--- config.mk ---
export PLATFORM = sky130hd
export DESIGN_NAME = adsr_multi
export DESIGN_NICKNAME = d
export VERILOG_FILES = /design/src/rtl/adsr_multi.sv
export SDC_FILE = /design/constraint.sdc
export NUM_CORES = 2
export LEC_CHECK = 0
export BUFFER_PORTS_ARGS = -buffer_cell sky130_fd_sc_hd__buf_2
export CORE_ASPECT_RATIO = 0.8
export CORE_MARGIN = 2
export CORE_UTILIZATION = 55
export CTS_CLUSTER_DIAMETER = 100
export DETAILED_ROUTE_END_ITERATION = 10
export HOLD_SLACK_MARGIN = 0.08
export PLACE_DENSITY = 0.74
export SYNTH_ARGS = -nofsm -noshare
export SYNTH_HDL_FRONTEND = slang
export SYNTH_SLANG_ARGS = --single-unit
--- constraint.sdc ---
create_clock -name clk -period 94 [get_ports clk]
set_input_delay 14.1 -clock clk [delete_from_list [all_inputs] [get_ports clk]]
set_output_delay 14.1 -clock clk [all_outputs]
set_load 0.02 [all_outputs]
--- src/rtl/adsr_multi.sv ---
// ---------------------------------------------------------------------------
// adsr_multi -- multi-channel ADSR envelope generator.
//
// Each channel runs its own IDLE/ATTACK/DECAY/SUSTAIN/RELEASE state machine
// on a signed-range accumulator (full scale FS = 2^(ACC_W-1)-1). All channels
// advance in parallel on every rising clock edge. Envelope samples are the top
// ENV_W magnitude bits of each accumulator, so FS maps to all-ones.
//
// Parameters:
//   CHANNELS  number of independent envelope channels
//   ACC_W     accumulator width
//   ENV_W     output sample width per channel
//
// Ports:
//   clk          system clock, rising edge
//   reset_n      asynchronous reset, active HIGH (legacy name)
//   i_trig       per-channel one-cycle start / retrigger pulse
//   i_gate       per-channel gate level (only used by channels in gate mode)
//   i_cfg_we     configuration write strobe
//   i_cfg_ch     configuration target channel
//   i_cfg_sel    register select: 0 attack_step, 1 decay_step,
//                2 sustain_level, 3 release_step, 4 sustain_time,
//                5 mode (bit0: 1=gate, 0=timed); 6-7 ignored
//   i_cfg_data   configuration write data
//   o_env        envelopes, channel n at [n*ENV_W +: ENV_W]
//   o_active     channel state is not IDLE
//   o_done       (ADSR_DONE_PULSE_EN only) one-cycle pulse when a channel
//                has just finished RELEASE and returned to IDLE
//   o_dbg_state  per-channel FSM state, channel n at [n*3 +: 3]
//
// Optional feature macro: ADSR_DONE_PULSE_EN adds o_done and its logic.
//
// Configuration interface: there is no handshake. A write is accepted on
// every rising edge where i_cfg_we is high (and reset is low); the new value
// is visible to the channel logic from the following cycle onward.
// ---------------------------------------------------------------------------
module adsr_multi #(
  parameter int CHANNELS = 4,
  parameter int ACC_W    = 32,
  parameter int ENV_W    = 16
) (
  input  logic                                          clk,
  input  logic                                          reset_n,
  input  logic [CHANNELS-1:0]                           i_trig,
  input  logic [CHANNELS-1:0]                           i_gate,
  input  logic                                          i_cfg_we,
  input  logic [((CHANNELS > 1) ? $clog2(CHANNELS) : 1)-1:0] i_cfg_ch,
  input  logic [2:0]                                    i_cfg_sel,
  input  logic [ACC_W-1:0]                              i_cfg_data,
  output logic [CHANNELS*ENV_W-1:0]                     o_env,
  output logic [CHANNELS-1:0]                           o_active,
`ifdef ADSR_DONE_PULSE_EN
  output logic [CHANNELS-1:0]                           o_done,
`endif
  output logic [CHANNELS*3-1:0]                         o_dbg_state
);

  localparam int CH_W = (CHANNELS > 1) ? $clog2(CHANNELS) : 1;
  localparam logic [ACC_W-1:0] FS = {1'b0, {(ACC_W-1){1'b1}}};

  typedef enum logic [2:0] {
    S_IDLE    = 3'd0,
    S_ATTACK  = 3'd1,
    S_DECAY   = 3'd2,
    S_SUSTAIN = 3'd3,
    S_RELEASE = 3'd4
  } state_t;

  for (genvar n = 0; n < CHANNELS; n++) begin : g_ch
    // Configuration registers
    logic [ACC_W-1:0] r_attack;
    logic [ACC_W-1:0] r_decay;
    logic [ACC_W-1:0] r_sustain;
    logic [ACC_W-1:0] r_release;
    logic [ACC_W-1:0] r_stime;
    logic             r_mode_cfg;

    // Channel state
    state_t           r_state;
    logic [ACC_W-1:0] r_acc;
    logic [ACC_W-1:0] r_cnt;
    logic             r_mode;    // mode latched when leaving IDLE
    logic             r_gate_q;  // previous gate level for edge detect

    logic [ACC_W-1:0] w_sus;
    logic [ACC_W:0]   w_att_sum;
    logic [ACC_W:0]   w_dec_diff;
    logic [ACC_W:0]   w_rel_diff;
    logic             w_cfg_hit;
    logic             w_gate_rise;
    logic             w_gate_drop;
    logic             w_att_done;
    logic             w_dec_done;
    logic             w_rel_done;

    assign w_cfg_hit   = i_cfg_we && (i_cfg_ch == CH_W'(n));
    // A sustain level above full scale behaves as full scale.
    assign w_sus       = (r_sustain > FS) ? FS : r_sustain;
    // One extra bit on every add/subtract so overflow and underflow are
    // detected instead of wrapping.
    assign w_att_sum   = {1'b0, r_acc} + {1'b0, r_attack};
    assign w_dec_diff  = {1'b0, r_acc} - {1'b0, r_decay};
    assign w_rel_diff  = {1'b0, r_acc} - {1'b0, r_release};
    assign w_att_done  = (w_att_sum >= {1'b0, FS});
    assign w_dec_done  = w_dec_diff[ACC_W] || (w_dec_diff[ACC_W-1:0] <= w_sus);
    assign w_rel_done  = w_rel_diff[ACC_W] || (w_rel_diff[ACC_W-1:0] == '0);
    assign w_gate_rise = i_gate[n] && !r_gate_q;
    // Gate released while the note is still sounding (gate mode only).
    assign w_gate_drop = r_mode && !i_gate[n] &&
                         ((r_state == S_ATTACK) || (r_state == S_DECAY) ||
                          (r_state == S_SUSTAIN));

    always_ff @(posedge clk or posedge reset_n) begin
      if (reset_n) begin
        r_attack   <= '0;
        r_decay    <= '0;
        r_sustain  <= '0;
        r_release  <= '0;
        r_stime    <= '0;
        r_mode_cfg <= 1'b0;
      end else if (w_cfg_hit) begin
        case (i_cfg_sel)
          3'd0:    r_attack   <= i_cfg_data;
          3'd1:    r_decay    <= i_cfg_data;
          3'd2:    r_sustain  <= i_cfg_data;
          3'd3:    r_release  <= i_cfg_data;
          3'd4:    r_stime    <= i_cfg_data;
          3'd5:    r_mode_cfg <= i_cfg_data[0];
          default: ;
        endcase
      end
    end

    always_ff @(posedge clk or posedge reset_n) begin
      if (reset_n) begin
        r_state  <= S_IDLE;
        r_acc    <= '0;
        r_cnt    <= '0;
        r_mode   <= 1'b0;
        r_gate_q <= 1'b0;
      end else begin
        r_gate_q <= i_gate[n];
        if ((r_state != S_IDLE) && i_trig[n]) begin
          // Retrigger restarts the attack from the current level.
          r_state <= S_ATTACK;
        end else if (w_gate_drop) begin
          r_state <= S_RELEASE;
        end else begin
          case (r_state)
            S_IDLE: begin
              if (i_trig[n] || (r_mode_cfg && w_gate_rise)) begin
                r_state <= S_ATTACK;
                r_mode  <= r_mode_cfg;
              end
            end
            S_ATTACK: begin
              if (w_att_done) begin
                r_acc   <= FS;
                r_state <= S_DECAY;
              end else begin
                r_acc <= w_att_sum[ACC_W-1:0];
              end
            end
            S_DECAY: begin
              if (w_dec_done) begin
                r_acc   <= w_sus;
                r_state <= S_SUSTAIN;
                r_cnt   <= r_mode ? '0 : r_stime;
              end else begin
                r_acc <= w_dec_diff[ACC_W-1:0];
              end
            end
            S_SUSTAIN: begin
              r_acc <= w_sus;
              // A counter of 0 still spends one cycle here before release.
              if (!r_mode) begin
                if (r_cnt == '0) r_state <= S_RELEASE;
                else             r_cnt   <= r_cnt - ACC_W'(1);
              end
            end
            S_RELEASE: begin
              if (w_rel_done) begin
                r_acc   <= '0;
                r_state <= S_IDLE;
              end else begin
                r_acc <= w_rel_diff[ACC_W-1:0];
              end
            end
            default: r_state <= S_IDLE;
          endcase
        end
      end
    end

`ifdef ADSR_DONE_PULSE_EN
    logic r_done;
    logic w_to_idle;

    assign w_to_idle = (r_state == S_RELEASE) && !i_trig[n] && w_rel_done;

    always_ff @(posedge clk or posedge reset_n) begin
      if (reset_n) r_done <= 1'b0;
      else         r_done <= w_to_idle;
    end

    assign o_done[n] = r_done;
`endif

    assign o_env[n*ENV_W +: ENV_W] = r_acc[ACC_W-2 -: ENV_W];
    assign o_active[n]             = (r_state != S_IDLE);
    assign o_dbg_state[n*3 +: 3]   = r_state;
  end

endmodule

==> results.md <==
Yosys:
- The cell with the most instances after synthesis is sky130_fd_sc_hd__dfrtp_1.
- In this run the biggest area consumer among cell types represents 34.5% of the synthesized area.
- In the synthesized netlist, the cells that appear most often are sky130_fd_sc_hd__dfrtp_1 (920), sky130_fd_sc_hd__o21ai_0 (692), sky130_fd_sc_hd__nor2_1 (567), sky130_fd_sc_hd__nand2_1 (557), sky130_fd_sc_hd__a21oi_1 (529).
- The main flop type after synthesis is sky130_fd_sc_hd__dfrtp_1.
- The synthesized design spends more area on one cell type than any other, namely sky130_fd_sc_hd__dfrtp_1.
- After synthesis, the share of flip-flops with an asynchronous set or reset is 100%.
- The fraction of the yosys area taken by sequential cells is 34.5%.
- By area the synthesized netlist is led by sky130_fd_sc_hd__dfrtp_1 (34%), sky130_fd_sc_hd__ha_1 (9.7%), sky130_fd_sc_hd__mux2_2 (8.9%), sky130_fd_sc_hd__o21ai_0 (5.2%), sky130_fd_sc_hd__a21oi_1 (4.0%).
- The synthesized instance count is 7,520.
- The area of the mapped netlist is 66,800 um2.
- Yosys mapped a number of flops with a built-in enable equal to 0.
- The post-synthesis area per instance is 8.88 um2.
- The number of synthesized register bits is 920.
- The unique cell type count in the Yosys netlist is 94.
- The number of warnings issued by yosys is 0.

STA:
- The max-slew violation count is 0.
- Timing would allow up to 0.0605 GHz.
- For the pin with the worst max-slew slack, the measured transition is 1.29 ns.
- Setup violations remaining at the end of the flow were counted as 0.
- Setup repair after global routing left no endpoint under its margin.
- The post-layout worst setup margin is 77.46 ns.
- The post-route setup TNS is 0 ns.
- The smallest hold slack is 0.496 ns.
- Across the routed clock network, the largest skew measured is 0.0323 ns.
- The hold violation total from the final report is 0.
- The final worst-path cycle share is 17.6%.
- Headroom to the max-slew limit came out at 11.7%.
- The worst path needs 16.54 ns of the cycle, external delays included.

Route:
- For this run, design rule violations remaining after detail routing come to 0.
- The detailed router used layers up to and including met5.
- The routed via count divided by cell count is 6.49.
- For this run, the detailed router's first-pass iteration total came to 6.
- Summing over every cut layer, the via total after detailed routing is 59,245.
- After detailed routing, the wire length on met1 is 94.9 mm.
- The overall routed net length is 216 mm.
- The violation count after the first detailed-route iteration is 6,973.
- Detailed routing placed a total of 21.4 mm of wire on met3.
- In the detailed route, the total length drawn on met2 is 92.8 mm.
- The final antenna-violating net count is 0.
- The routed length per placed instance is 23.7 um.

Clock network:
- TritonCTS created 99 clock buffers.
- The tree built by TritonCTS fans out to 920 sinks.
- The insertion delay of the later-clocked pin in the worst-skew pair is 0.74 ns.
- The number of buffers added for setup after CTS is 0.
- The clock-pin transition on the worst setup and hold timing paths is 0.06 ns.
- The count of instances resized after the clock tree is built is 0.
- The tree is rooted in a sky130_fd_sc_hd__clkbuf_16.
- The TritonCTS clock tree is done.
- The clock tree synthesis step divided the H-tree into 3 levels.
- The buffer depth of the longest clock path is 3.
- The hold buffer count at cts is 0.

GRT:
- For this run the aggregate overflow at the end of global routing stands at 0.
- Entering global routing, the biggest net connects 167 pins.
- The initial antenna violation count is 19.
- The first global-routing pass estimated 332 mm of wire.
- In the global route stage, overall resource usage came out at 34.1%.
- The number of global-route vias before repair is 55,358.

Die:
- The horizontal extent of the die is 394 um.
- The height of the die is 316 um.
- The total core area is 121,000 um2.
- The number of placement rows is 114.
- 128 I/O pins were placed.
- The full die area is 124,000 um2.
- The starting density of the core is 55.4%.

Placed design:
- The count of port buffers added during placement is 127.
- The placer congestion estimate is 0.972.
- The wire-length estimate of the detail-placed layout is 151 mm.
- The setup slack after placement is 76.62 ns.
- The cell area after placement is 68,400 um2.

Pwr:
- The worst-case IR drop observed on VDD is 21.7 uV.
- The total power draw is 2.85 mW.
- The analysis attributes to cell leakage a power of 32.7 nW.
- The power per cell area is 39.7 nW/um2.

Worst setup path:
- On the critical path the largest part of the delay comes from buffers and inverters.
- Following the worst setup path forward leads to its endpoint at g_ch[0].r_release[28].
- In this run the critical register-to-register path is captured at g_ch[2].r_acc[7].
- The kind of capture point of the worst setup path is an async pin.
- The worst setup path is launched from an input pin.
- The largest stage delay on the critical path is 0.65 ns.
- The cell seen most often among critical-path stages is sky130_fd_sc_hd__buf_12.
- Setup slack on the worst reg-to-reg path comes out at 86.31 ns.
- Traced cell by cell, the critical path runs through buf_2, inv_8, buf_12, buf_12, buf_12.
- The category of the most critical setup path is input pin to async pin.
- The endpoint required time on the critical path is 94.71 ns.
- Together, buffers and inverters on the worst path number 5.
- In this run the number of cells on the critical path is 5.
- The source of the worst register-to-register timing path is g_ch[2].r_acc[1].
- The slowest cell on the critical path is sky130_fd_sc_hd__buf_12.
- The startpoint of the worst setup timing path is reset_n.
- Counting cells, the worst reg-to-reg path comes to 26.
- The highest net fanout along the worst path is 166.
- The data arrival time of the critical path is 17.25 ns.

Final layout:
- The area overhead of the layout relative to synthesis is 7.61%.
- In the final layout, the share of cells above drive strength 1 is 14.1%.
- The post-route cell area is 71,900 um2.
- The post-layout net count is 7,982.

Hold path:
- The worst hold path begins at g_ch[0].r_sustain[14].
- The path type of the worst min-delay path is register to register.

Flow run:
- The number of max-cap violations is 0.

Outcome:
- The flow ran to the end, and the final reports show no timing, DRC or antenna violations.
## final cells by class
type | count | area [um2]
diodes | 14 | 35.0
clock buffers | 133 | 2810
clock inverters | 48 | 652
fillers | 10641 | 48800
inverters | 439 | 1660
multi-input cells | 5740 | 40400
flip-flops and latches | 920 | 23000
well taps | 1624 | 2030
repair buffers | 206 | 1270
## sequential cells by signal, summed over array words and instances (netlist names)
signal / cells
g_ch.r_acc: 128
g_ch.r_attack: 128
g_ch.r_cnt: 128
g_ch.r_decay: 128
g_ch.r_release: 128
g_ch.r_stime: 128
g_ch.r_sustain: 128
g_ch.r_state: 12
g_ch.r_gate_q: 4
g_ch.r_mode: 4
g_ch.r_mode_cfg: 4
## routing by layer
| layer | global-route usage [%] | vias to the layer above |
|---|---|---|
| met5 | 0 | - |
| met4 | 10.8 | 2 |
| met3 | 6.95 | 436 |
| met2 | 51.5 | 2686 |
| met1 | 49.1 | 28876 |
| li1 | - | 27245 |
## cells by family (layout without fill, tap and decap cells)
family                   count (synthesis)  count (layout)  share of synthesized area, %
AND/OR/NAND/NOR                       2011            2011                          14.5
buffers and inverters                  863             826                          5.23
XOR/XNOR                               296             296                          3.88
adder cells (fa/ha/maj)                528             528                          10.0
other                                    1              18                       0.00561
multiplexers                           564             564                          9.44
flip-flops                             920             920                          34.5
AO/OA/AOI/OAI                         2337            2337                          22.5
## cells in the final DEF, fill, tap and decap left out, drive strengths merged, types with 40 or more instances in the layout
cell type  count
buf          206
nand4         84
xnor2        179
nor3         177
a211oi        78
nor2         567
o31ai         70
nor2b         54
nand3        104
and3          63
nand2        557
dfrtp        920
xor2         117
o21bai        40
a21oi        529
inv          446
a31oi         83
or3           48
a21o         198
o21a          85
mux2         528
or2           67
and2          48
o221ai        53
clkbuf       133
o211ai        61
nor4          53
ha           516
nand2b        74
o21ai        701
## how the worst min path moves through the flow
stage / endpoint / cells past startpoint
global placement: g_ch[1].r_stime[4] / 1
CTS: g_ch[2].r_cnt[19] / 2
detailed placement: g_ch[0].r_sustain[14] / 1
finish: g_ch[0].r_sustain[14] / 1
floorplan: g_ch[0].r_cnt[11] / 2
global route: g_ch[0].r_stime[16] / 1
## where the power goes
group / switching [mW] / internal (mW)
Combinational: 1.11 / 0.687
Sequential: 0.125 / 0.508
Clock: 0.178 / 0.248
## stage by stage
step / std cells / utilization [%]
2_1_floorplan: 7523 / -
3_3_place_gp: 8929 / 56.7
3_5_place_dp: 8929 / 56.7
4_1_cts: 9110 / 59.5
5_1_grt: 9112 / 59.6
6_report: 9124 / 59.6
No activity file was read; power rests on OpenSTA's default activity.
